**src/rtl/jk_counter_bank.sv**
```systemverilog
// ============================================================================
// Module   : jk_counter_bank
// Brief    : WIDTH-bit modulo up/down counter, parallel load and raw JK mode,
//            all reduced to per-bit JK cells; terminal-count and sticky flags.
// Revision : 1.0
// ============================================================================
`default_nettype none

module jk_counter_bank #(
  parameter int WIDTH       = 8,
  parameter int MODULUS     = 256,
  parameter int RESET_VALUE = 0
) (
  input  logic             clk,
  input  logic             reset,
  input  logic             en,
  input  logic [1:0]       mode,
  input  logic             up,
  input  logic [WIDTH-1:0] load_val,
  input  logic [WIDTH-1:0] j,
  input  logic [WIDTH-1:0] k,
  input  logic             clr_ovf,
  output logic [WIDTH-1:0] q,
  output logic             tc,
  output logic             ovf
);

  localparam logic [1:0]       MODE_HOLD  = 2'b00;
  localparam logic [1:0]       MODE_COUNT = 2'b01;
  localparam logic [1:0]       MODE_LOAD  = 2'b10;
  localparam logic [1:0]       MODE_JK    = 2'b11;

  // MOD_EXT is one bit wider so MODULUS == 2^WIDTH still compares correctly
  localparam logic [WIDTH:0]   MOD_EXT   = (WIDTH+1)'(MODULUS);
  localparam logic [WIDTH-1:0] MAX_VAL   = WIDTH'(MODULUS - 1);
  localparam logic [WIDTH-1:0] ONE       = WIDTH'(1);
  localparam logic [WIDTH-1:0] RST_VAL   = WIDTH'(RESET_VALUE);

  logic [WIDTH-1:0] state_q, state_d;
  logic             tc_q, tc_d;
  logic             ovf_q, ovf_d;

  logic [WIDTH-1:0] target;
  logic [WIDTH-1:0] j_vec, k_vec;
  logic             wrap;

  always_comb begin
    target = state_q;
    wrap   = 1'b0;
    j_vec  = '0;
    k_vec  = '0;
    if (en) begin
      case (mode)
        MODE_COUNT: begin
          if (up) begin
            if (state_q >= MAX_VAL) begin
              target = '0;
              wrap   = 1'b1;
            end else begin
              target = state_q + ONE;
            end
          end else begin
            if (state_q == '0) begin
              target = MAX_VAL;
              wrap   = 1'b1;
            end else if ({1'b0, state_q} >= MOD_EXT) begin
              target = MAX_VAL;
            end else begin
              target = state_q - ONE;
            end
          end
          j_vec = target ^ state_q;
          k_vec = target ^ state_q;
        end
        MODE_LOAD: begin
          target = ({1'b0, load_val} >= MOD_EXT) ? MAX_VAL : load_val;
          j_vec  = target;
          k_vec  = ~target;
        end
        MODE_JK: begin
          j_vec = j;
          k_vec = k;
        end
        default: begin
          j_vec = '0;
          k_vec = '0;
        end
      endcase
    end
  end

  // JK characteristic equation: Q+ = J&~Q | ~K&Q
  for (genvar i = 0; i < WIDTH; i++) begin : g_cell
    assign state_d[i] = (j_vec[i] & ~state_q[i]) | (~k_vec[i] & state_q[i]);
  end

  always_comb begin
    tc_d  = wrap;
    ovf_d = ovf_q;
    if (wrap) begin
      ovf_d = 1'b1;
    end else if (clr_ovf) begin
      ovf_d = 1'b0;
    end
  end

  always_ff @(posedge clk or posedge reset) begin
    if (reset) begin
      state_q <= RST_VAL;
      tc_q    <= 1'b0;
      ovf_q   <= 1'b0;
    end else begin
      state_q <= state_d;
      tc_q    <= tc_d;
      ovf_q   <= ovf_d;
    end
  end

  assign q   = state_q;
  assign tc  = tc_q;
  assign ovf = ovf_q;

endmodule

`default_nettype wire

```
**config.mk**
```make
export PLATFORM = sky130hd
export DESIGN_NAME = jk_counter_bank
export DESIGN_NICKNAME = d
export VERILOG_FILES = /design/src/rtl/jk_counter_bank.sv
export SDC_FILE = /design/constraint.sdc
export NUM_CORES = 1
export LEC_CHECK = 0
export ABC_AREA = 1
export CAP_MARGIN = 20
export CORE_MARGIN = 1
export CORE_UTILIZATION = 25
export CTS_BUF_LIST = sky130_fd_sc_hd__clkbuf_16
export CTS_CLUSTER_SIZE = 30
export DETAILED_ROUTE_END_ITERATION = 12
export GPL_ROUTABILITY_DRIVEN = 1
export MAX_ROUTING_LAYER = met4
export SYNTH_ARGS = -nofsm -noshare
export SYNTH_HDL_FRONTEND = slang
export SYNTH_SLANG_ARGS = --single-unit
```
**constraint.sdc**
```tcl
create_clock -name clk -period 2.2 [get_ports clk]
set_input_delay 0.33 -clock clk [delete_from_list [all_inputs] [get_ports clk]]
set_output_delay 0.33 -clock clk [all_outputs]
set_load 0.05 [all_outputs]
```
---- Word level (Yosys, flattened, before mapping) ----
Index checks and enable logic that the tools add are counted.
word-level totals
  input bits .............................. 31
  logic and storage cells ................. 69
  register bits after elaboration ......... 10
  output and inout port bits .............. 10
operators by class
  reduce and logical (&&, ||, !) cells .... 2
  bitwise operators ....................... 42
  magnitude comparators ................... 1
  add/sub/neg operators ................... 2
  eq/ne operators ......................... 3
  muxes and demuxes ....................... 16
operators with widths
  operator               number
  $mux W8                7
  $pmux W8 S3            2
  $and A1 B1 Y1          16
  $not A1 Y1             16
  $add A8 B1 Y8 const B  1
  $ge A8 B8 Y1 const B   1
  $logic_not A8 Y1       1
  $not A8 Y8             1
  $or A1 B1 Y1           8
  $sub A8 B1 Y8 const B  1
  $xor A8 B8 Y8          1
  $mux W1                7
  $eq A2 B2 Y1 const B   2
  $eq A2 B1 Y1 const B   1
  $reduce_bool A2 Y1     1

---- Logic depth before layout (Yosys ltp) ----
  depth in word-level cells ............... 11
  depth in mapped cells ................... 14
  mapped depth without buffers ............ 13

---- Worst setup path after synthesis ----
OpenSTA, ideal clock, no wires.
  path type ............................... reg2reg
  from .................................... reg state_q[1], in the netlist q[1]
  to ...................................... reg state_q[1], in the netlist q[1]
  required time ........................... 2.047 ns
  clock period less this slack ............ 2.038 ns
  data arrival time ....................... 1.885 ns
  setup slack ............................. 0.162 ns
  setup time .............................. 0.153 ns
  buffers on the path ..................... 0
  stages on the path, launching flop included .. 9
  cell sequence ........................... dfrtp_1 inv_1 ha_1 xor2_1 or2_2 nand3_1 nand3_1 a21oi_1 a31oi_1
between the ends
  longest elaborated chain between the ends .. 11
  elaborated cells on any way between the ends .. 19
  classes of those cells .................. add/sub (2); order compare (1); mux (9); bitwise (6); reduce/logical (1)
ends and longest elaborated chain
  item                                         RTL line  RTL
  start, declared                              39        logic [WIDTH-1:0] state_q, state_d;
  start signal, assigned                       113       state_q <= state_d;
  $sub A8 B1 Y8, or another cell as far along  69        target = state_q - ONE;
  $mux W8, on equally long branches            63, 56
  $mux W8                                      55        if (up) begin
  $mux W8                                      53        case (mode)
  $mux W8                                      52        if (en) begin
  $xor A8 B8 Y8                                72, 73
  $pmux W8 S3                                  53
  $mux W8                                      52
  $not A1 Y1                                   94        assign state_d[i] = (j_vec[i] & ~state_q[i]) | (~k_vec[i] & state_q[i]);
  $and A1 B1 Y1                                94
  $or A1 B1 Y1 *                               94
  via state_d[1]                               39
Mark *: on every way through the listed nets, which the timed path passes. The rest lies on a longest branch. The select of a mux whose other input is x is not followed.
A chain may end at the register's enable or synchronous reset.

---- Worst setup path in the final report ----
  from .................................... reg state_q[3], in the netlist q[3]
  to ...................................... out q[3]
RTL lines
  item           RTL line  RTL
  end, declared  23        output logic [WIDTH-1:0] q,
No word-level cell between the ends.

==> flow_summary.json <==
{
  "status": "completed",
  "fmax_mhz": 510,
  "rsz0062_at_grt": "no",
  "rrSetupSlack_ns": 0.33,
  "r2r_cells": 12,
  "clock_sinks": 10,
  "layout-drive-gt1-share": 0.134,
  "ant_nets": 0,
  "synth_ff_type": "dfrtp_1",
  "drc_errors": 0,
  "drv_slew": 0,
  "place_inst": 309,
  "viasPerCell": 4.61,
  "ios": 41,
  "crit_chain": "clkdlybuf4s50_1",
  "h-tree-depth": 1,
  "yosys.area_share.adder": 0.0295,
  "worst_pin_slew_ns": 0.499,
  "ctsHoldBuffers": 0,
  "numCtsBuffers": 3,
  "place_area_um2": 1740,
  "cp_slowest_stage_delay_ns": 0.87,
  "power_density_nw_per_um2": 976,
  "clk_latency_ns": 0.25,
  "synth-edff-count": 0,
  "fp.dieH_um": 73.3,
  "gp_congestion": 0.846,
  "ys_warn_count": 0,
  "synthesis.nets": 240,
  "wire_per_inst_um": 11.3,
  "worstSetupStartpointType": "flip-flop",
  "core_um2": 4820,
  "ys_seq_elements": 10,
  "cts.path.max_buffers": 2,
  "root_buffer": "clkbuf_16",
  "fp.dieArea_um2": 5380,
  "hold_class": "in -> async",
  "die-width_um": 73.3,
  "portBuffers": 40,
  "end_kind": "output port",
  "synthMuxAreaShare": 0,
  "r2r-start": "q[0]",
  "antenna_cells": 0,
  "drt_iter0_drc": 105,
  "synth_xor_area_frac": 0.00688,
  "vias": 1443,
  "synth_top_family_by_area": "simple AND/OR/NAND/NOR gates",
  "gr-total-overflow": 0,
  "leakage_uw": 0.000812,
  "grtUsageTotal": 0.156,
  "mostFrequentLayoutCell": "nand2_1",
  "cts-resized-gates": 0,
  "postCtsSetupBuffers": 0,
  "grt_max_degree": 18,
  "crit_buf_inv": 1,
  "rows": 25,
  "setup-violations-final": 0,
  "relSlewSlack": 0.667,
  "synthSimpleGateAreaFrac": 0.506,
  "syn_area_um2": 1270,
  "clkTransAtPathRegs_ns": 0.05,
  "worstReg2RegEnd": "q[4]",
  "cp_slowest_cell": "clkdlybuf4s50_1",
  "area_growth_syn_to_layout_pct": 42.8,
  "path_max_fanout": 7,
  "cp.required_ns": 1.87,
  "wl_mm": 3.54,
  "cp.arrival_ns": 1.63,
  "nFillCells": 544,
  "grt_pass1_wl_mm": 6.27,
  "design_area_um2": 1820,
  "ir_drop_mv": 0.312,
  "finalNetCount": 281,
  "hpwlAfterDp_mm": 2.83,
  "initial_core_util": 0.264,
  "layout_common_cells": "nand2_1 (53), nand3_1 (50), clkdlybuf4s50_1 (40), inv_1 (20), nor2_1 (12)",
  "setup_tns_ns": 0,
  "synth-seq-area-share": 0.197,
  "layout_min_cycle_time_ns": 1.96,
  "async_flop_share": 1.00,
  "syn_area_per_cell_um2": 6.18,
  "fin_ws_ns": 0.237,
  "synth.distinct_cells": 32,
  "synth-compound-area-share": 0.143,
  "post-place-ws_ns": 0.307,
  "layout.cells.non_filler": 313,
  "antenna_found_initial": 0,
  "drt_pass1_iterations": 4,
  "cap_violations": 0,
  "critical_path_class": "reg -> out",
  "syn-instance-count": 206,
  "hold_violations": 0,
  "grt_pass1_vias": 1373,
  "period_share": 0.892,
  "crit_family": "buffers and inverters",
  "cts_tree": "done",
  "final.setup_skew_ns": 0.00514,
  "crit_cells": 1,
  "holdWs_ns": 0.397
}
-- power by group --
part	internal, uW	leakage, uW	switching [uW]
clock	240	0.0000385	102
combinational	367	0.000651	656
sequential	251	0.000123	158
total	858	0.000812	915
-- how the worst max path moves through the flow --
stage | startpoint | endpoint
5_1_grt | q[1] | q[5]
6_report | q[3] | q[3]
2_1_floorplan | q[1] | q[1]
4_1_cts | q[3] | q[3]
3_5_place_dp | up | q[1]
3_3_place_gp | q[0] | q[4]
-- layer usage --
metal | vias up | global-route usage | wire, um
li1 | 757 | - | -
met1 | 636 | 0.204 | 1710
met2 | 45 | 0.237 | 1560
met3 | 5 | 0.0219 | 209
met4 | 0 | 0.0748 | 64
met5 | - | - | 0
-- flip-flops by register name, summed over array words and instances (netlist names) --
register / cells
ovf: 1
q: 8
tc: 1
-- Yosys cell counts, types with 2 or more instances --
cell | number | share of area
nor2_4 | 5 | 0.044
nand2_2 | 4 | 0.020
dfrtp_1 | 10 | 0.20
o21ai_1 | 3 | 0.012
buf_2 | 3 | 0.012
buf_1 | 2 | 0.0059
ha_1 | 3 | 0.030
nand3_1 | 50 | 0.20
inv_1 | 20 | 0.059
or2_2 | 2 | 0.0098
inv_2 | 5 | 0.015
o21ai_0 | 8 | 0.031
nand2_4 | 2 | 0.018
buf_6 | 2 | 0.018
a31oi_1 | 2 | 0.0098
o211ai_1 | 3 | 0.018
nor2_2 | 2 | 0.0098
a21oi_1 | 3 | 0.012
nor2_1 | 12 | 0.035
nand2_1 | 53 | 0.16
-- cell type report --
| class | count | area (um2) | area share |
|---|---|---|---|
| Clock inverter | 1 | 3.75 | 0.00207 |
| Sequential cell | 10 | 250 | 0.138 |
| Timing Repair Buffer | 45 | 438 | 0.241 |
| Inverter | 25 | 93.8 | 0.0517 |
| Clock buffer | 3 | 75.1 | 0.0413 |
| Multi-Input combinational cell | 162 | 872 | 0.480 |
| Tap cell | 67 | 83.8 | 0.0461 |
-- cell families after synthesis --
kind of cell,count (synthesis)
DFF,10
AOI/OAI and AO/OA,25
and+or+nand+nor,133
buffers and inverters,34
xor gates and xnor gates,1
adders and majority gates,3
-- per-stage QoR --
step | total power, uW | util
final | 1770 | 0.377
after floorplan | 1130 | -
after global placement | 1440 | 0.361
after detailed placement | 1430 | 0.361
after global routing | 1910 | 0.377
after CTS | 1780 | 0.377
Power figures use the tool's default switching activity.
